### config.mk
export PLATFORM = sky130hd
export DESIGN_NAME = axil_rd_responder
export DESIGN_NICKNAME = d
export VERILOG_FILES = /design/src/rtl/axil_rd_responder.sv
export SDC_FILE = /design/constraint.sdc
export NUM_CORES = 2
export LEC_CHECK = 0
export ABC_CLOCK_PERIOD_IN_PS = 5300
export CORE_MARGIN = 2
export CORE_UTILIZATION = 25
export CTS_CLUSTER_SIZE = 10
export DETAILED_ROUTE_END_ITERATION = 10
export PLACE_DENSITY = 0.38
export SETUP_SLACK_MARGIN = 0.1
export SYNTH_ARGS = -nofsm -noshare
export SYNTH_HDL_FRONTEND = slang
export SYNTH_SLANG_ARGS = --single-unit
### constraint.sdc
create_clock -name clk -period 5.3 [get_ports clk]
set_input_delay 0.795 -clock clk [delete_from_list [all_inputs] [get_ports clk]]
set_output_delay 0.795 -clock clk [all_outputs]
set_load 0.01 [all_outputs]
### src/rtl/axil_rd_responder.sv
// AXI-lite read-only slave responder backed by a loadable word store.
// Reads complete with one cycle of latency and sustain one beat per cycle.
// Build option: define AXIL_RD_RESPONDER_RANGE_CHECK_EN to answer reads whose
// word index falls outside the store with SLVERR and zero data. When it is not
// defined, the index wraps modulo DEPTH and every response is OKAY.
module axil_rd_responder #(
  parameter int DATA_WIDTH = 16,
  parameter int ADDR_WIDTH = 32,
  parameter int DEPTH      = 256
) (
  input  logic                     clk,
  input  logic                     rst,
  input  logic [ADDR_WIDTH-1:0]    s_axil_araddr,
  input  logic [2:0]               s_axil_arprot,
  input  logic                     s_axil_arvalid,
  output logic                     s_axil_arready,
  output logic [DATA_WIDTH-1:0]    s_axil_rdata,
  output logic [1:0]               s_axil_rresp,
  output logic                     s_axil_rvalid,
  input  logic                     s_axil_rready,
  input  logic                     load_en,
  input  logic [$clog2(DEPTH)-1:0] load_addr,
  input  logic [DATA_WIDTH-1:0]    load_data,
  output logic [31:0]              rd_count
);

  localparam int unsigned IDX_W = $clog2(DEPTH);
  localparam int unsigned OFF_W = $clog2(DATA_WIDTH / 8);

  localparam logic [1:0] RESP_OKAY   = 2'b00;
  localparam logic [1:0] RESP_SLVERR = 2'b10;

  // The only state is whether a response is being presented.
  localparam logic [0:0] ST_IDLE = 1'b0;
  localparam logic [0:0] ST_RESP = 1'b1;

  logic [0:0]            state;
  logic [DATA_WIDTH-1:0] mem [DEPTH];

  logic [ADDR_WIDTH-1:0] word_full;
  logic [IDX_W-1:0]      rd_idx;
  logic                  rd_oob;
  logic [DATA_WIDTH-1:0] rd_word;
  logic [1:0]            rd_resp;
  logic                  ar_hs;
  logic                  r_hs;

  assign word_full = s_axil_araddr >> OFF_W;
  assign rd_idx    = word_full[IDX_W-1:0];
  assign rd_oob    = |(word_full >> IDX_W);

  assign s_axil_rvalid  = (state == ST_RESP);
  assign s_axil_arready = !s_axil_rvalid || s_axil_rready;
  assign ar_hs          = s_axil_arvalid && s_axil_arready;
  assign r_hs           = s_axil_rvalid && s_axil_rready;

`ifdef AXIL_RD_RESPONDER_RANGE_CHECK_EN
  logic unused_bits;
  assign unused_bits = ^s_axil_arprot;

  // Select read data and response, rejecting indices beyond the store.
  always_comb begin
    rd_word = mem[rd_idx];
    rd_resp = RESP_OKAY;
    if (rd_oob) begin
      rd_word = '0;
      rd_resp = RESP_SLVERR;
    end
  end
`else
  logic unused_bits;
  assign unused_bits = ^{s_axil_arprot, rd_oob};

  // Select read data; the index wraps modulo DEPTH and all reads are OKAY.
  always_comb begin
    rd_word = mem[rd_idx];
    rd_resp = RESP_OKAY;
  end
`endif

  // Backing-store write port; not reset so contents survive rst. Because the
  // response register samples the pre-edge array, a same-cycle load and read
  // of one word returns the old value.
  always_ff @(posedge clk) begin
    if (load_en) begin
      mem[load_addr] <= load_data;
    end
  end

  // Response register: load on AR handshake, retire on R handshake, hold otherwise.
  always_ff @(posedge clk) begin
    if (rst) begin
      state        <= ST_IDLE;
      s_axil_rdata <= '0;
      s_axil_rresp <= RESP_OKAY;
    end else if (ar_hs) begin
      state        <= ST_RESP;
      s_axil_rdata <= rd_word;
      s_axil_rresp <= rd_resp;
    end else if (r_hs) begin
      state        <= ST_IDLE;
    end
  end

  // Count completed R beats; wraps naturally at 2^32.
  always_ff @(posedge clk) begin
    if (rst) begin
      rd_count <= '0;
    end else if (r_hs) begin
      rd_count <= rd_count + 32'd1;
    end
  end

endmodule

-- Word level (Yosys, flattened, before mapping)
Memory sizes are Yosys's and may differ from the RTL's. A register that Yosys moved wholly into a read port is not among the register bits.
Cells that the tools add are included.
- memory bits (writable): 4096
- register bits: 33
- memories kept: 1
- output and inout bits: 52
- bits of input ports: 64
- bits in latches: 0
- bits in read-only memories: 0
- multiplexer cells: 4
- equality and inequality tests: 0
- divide/modulo/power cells: 0
- bitwise operators: 0
- multiply operators: 0
- add/subtract/negate cells: 1
- reduce and logical (&&, ||, !) cells: 5
- shift operators: 0
- order comparisons: 0
- memories (memory ; depth ; bits a word ; read ports ; clocked after memory_dff ; write ports ; RTL line ; source):
    mem ; 256 ; 16 ; 1 ; 1 ; 1 ; 38 ; logic [DATA_WIDTH-1:0] mem [DEPTH];
- operator list (operator ; number):
    adder 32 x 1 -> 32 bit, second input constant ; 1
    2-to-1 mux 1 bit ; 4
    logical AND 1 bit ; 2
    nonzero test 2 bit ; 1
    logical NOT 1 bit ; 1
    logical OR 1 bit ; 1

-- Longest topological paths before layout
- depth in word-level cells: 4
- gate-level depth with buffers: 13
- mapped depth without buffers: 8

-- Least setup slack after synthesis
No wires, ideal clock.
- path type: input to register
- start: input port load_addr[3]
- end: memory mem[235][0], enable pin
- slack: 2.340 ns
- data arrival time: 2.572 ns
- library setup time: 0.388 ns
- data required time: 4.912 ns
- cell stages on the path: 6
- cells stage by stage: clkbuf_1 -> nor2b_1 -> clkbuf_1 -> nand4_1 -> clkbuf_1 -> nor2_1
- RTL lines (what ; RTL line ; source):
    start, declared ; 22 ; input logic [$clog2(DEPTH)-1:0] load_addr,
    end, declared ; 38 ;
No word-level cell before the write port.

==> impl_metrics.ini <==
[sta]
maxSlewViolCount = 0
fin_skew_ns = 0.0603
setup_viol = 0
fmax_ghz = 0.226
slew_headroom = 0.0388
hold_violations = 0
post-route-period-util = 0.835
fin_ws_ns = 0.875
fin_hold_ws_ns = 0.182
rsz0062_at_grt = false
worstMarginPinSlew_ns = 1.41
fin_crit_ns = 4.42

[grt]
first_global_vias = 82945
grt_first_pass_wirelength_mm = 743
antenna_found_initial = 67
grt_max_degree = 145
grt_use_total = 0.166
grt_overflow_total = 0

[clock_tree]
cts_tree = done
clk_latency_ns = 1.05
cts_buffer_depth = 4
path_clk_slew_ns = 0.06
postCtsResizedCells = 0
cts_sinks = 4145
htreeDepth = 5
numCtsBuffers = 476
cts_setup_buffers = 0
root_buffer = clkbuf_16
hold_buffers = 0

[placed_design]
dpl-instance-area_mm2 = 0.175
portBuffers = 86
gp_congestion = 0.811
place_ws_ns = -0.151
hpwlAfterDp_mm = 348

[worst_setup_path]
path_cells = buf_16 > buf_12 > buf_12 > buf_12 > mux4_2 > o22ai_1 > o21ai_0 > a21oi_1 > buf_4 > nor4_1 > buf_4 > a211o_1
critPathArrivalTime_ns = 5.36
timing.critical_path.mode_cell = buf_12
slowest_delay_ns = 1.20
cp.required_ns = 6.23
critPathSlowestCell = a21oi_1
end_kind = register
cp_max_fo = 38
cp-start-kind = input port
critical_path_class = input port to register

[floorplanning]
die_h_um = 804
num_rows = 293
die_x_um = 804
die_area_mm2 = 0.647
start_util = 0.251
core-area_mm2 = 0.637
ioPinCount = 116

[yosys]
yosys_warnings = 0
synth_cell_types = 73
synth-seq-cells = 4145
synth_area_mm2 = 0.160
ys.flop_type = edfxtp_1
synth-edff-count = 4096
syn_avg_cell_area_um2 = 21.0
async_reset_ff_frac = 0
ys_seq_area_frac = 0.775
syn_inst = 7625

[route]
via_per_inst = 4.77
routedWlPerCell_um = 32.4
ant_nets = 0
first_pass_iters = 7
drtIter0Drc = 8822
vias = 81482
drc = 0
totalWireLength_mm = 553

[power]
ir_worst_vdd_mv = 0.284
leakage_nw = 58.7
power.density_mw_per_mm2 = 368

[outcome]
outcome = finished clean

[layout]
area_growth_pct = 17.7
design_area_mm2 = 0.188
drive_above_1_share = 0.261
nets = 8482

[job]
maxCapViolCount = 0

[worst_hold_path]
min_path_type = input port to register
layout make-up:
type,instances,area [µm²]
tap,8407,10500
inverter,8,37.5
fill,62023,449000
antenna,33,82.6
multi-input combinational,3022,33600
timing repair buffer,764,6860
clock inverter,76,623
sequential,4145,124000
clock buffer,639,12700
cell families (layout without fill, tap and decap cells):
group / Yosys count / after routing / synth area share
muxes: 1337 / 1337 / 0.145
DFF: 4145 / 4145 / 0.775
other: 1 / 35 / 0.0000234
adders and majority gates: 1 / 1 / 0.0000782
AOI/OAI and AO/OA: 815 / 815 / 0.0358
and+or+nand+nor: 839 / 839 / 0.0232
buffers and inverters: 459 / 1487 / 0.0201
xor gates and xnor gates: 28 / 28 / 0.00153
metal layers:
metal  global-route usage  part of all wire
met3               0.0248             0.054
met1                0.230              0.44
met2                0.277              0.48
met5                    0           0.00018
met4               0.0361             0.022
per-stage QoR:
step / power (mW) / utilization / cells / setup TNS (ns)
after floorplan: 38.5 / - / 7626 / 0
after global placement: 40.6 / 0.275 / 16344 / -0.819
after detailed placement: 40.6 / 0.275 / 16346 / -0.176
after CTS: 70.2 / 0.296 / 17061 / 0
after global routing: 71.4 / 0.296 / 17065 / 0
final: 69.4 / 0.296 / 17094 / 0
cell usage after synthesis (56+ instances only):
master | n | area, µm²
a22oi_1 | 116 | 871
o21ai_0 | 94 | 470
a211oi_1 | 56 | 420
mux2i_1 | 551 | 5520
buf_4 | 86 | 646
a21oi_1 | 96 | 480
nand2_1 | 216 | 811
nand3_1 | 100 | 500
buf_2 | 101 | 505
o22ai_1 | 195 | 1220
edfxtp_1 | 4096 | 123000
clkbuf_1 | 128 | 480
nor2_1 | 354 | 1330
buf_6 | 73 | 822
o221ai_1 | 88 | 771
mux4_2 | 736 | 16600
flip-flops by register name, summed over array words and instances (netlist names):
signal,count
rd_count,32
s_axil_rvalid,1
s_axil_rdata,16
mem,4096
power by group:
group	switching [mW]	total (mW)	internal, mW	leakage [nW]
sequential	0.0700	36.2	36.1	37.2
clock	13.0	29.5	16.5	6.45
combinational	2.54	3.69	1.15	15.1
total	15.6	69.4	53.8	58.7
worst max-delay path, delay by kind of cell:
family,cells,cell delay [ns]
AO/OA/AOI/OAI,4,2.01
buffers and inverters,6,1.48
multiplexers,1,0.58
AND/OR/NAND/NOR,1,0.06
worst paths after layout:
kind / start / end / slack (ns) / cells past startpoint
setup / recovery: s_axil_araddr[1] / s_axil_rdata[13] / 0.88 / 12
hold / removal: load_data[9] / mem[73][9] / 0.18 / 1
setup reg to reg: s_axil_rvalid / s_axil_rdata[7] / 1.76 / 7
hold reg to reg: rd_count[6] / rd_count[6] / 0.51 / 2
placed cells by master, fill, tap and decap left out, drive strengths merged, types with 13 or more instances in the layout:
cell / n
a22o: 34
edfxtp: 4096
dfxtp: 49
nor4: 26
o22ai: 198
inv: 17
or3: 14
and3: 16
mux2: 16
nand2: 216
nand3: 100
a211o: 16
nand4: 31
a2111oi: 42
o21ai: 96
xor2: 23
clkdlybuf4s50: 64
a22oi: 116
buf: 698
mux2i: 551
diode: 33
a211oi: 56
o221ai: 89
nor2: 354
a32oi: 13
clkbuf: 640
mux4: 770
clkinv: 66
a21oi: 96
nor3: 35
Power figures use the tool's default switching activity.
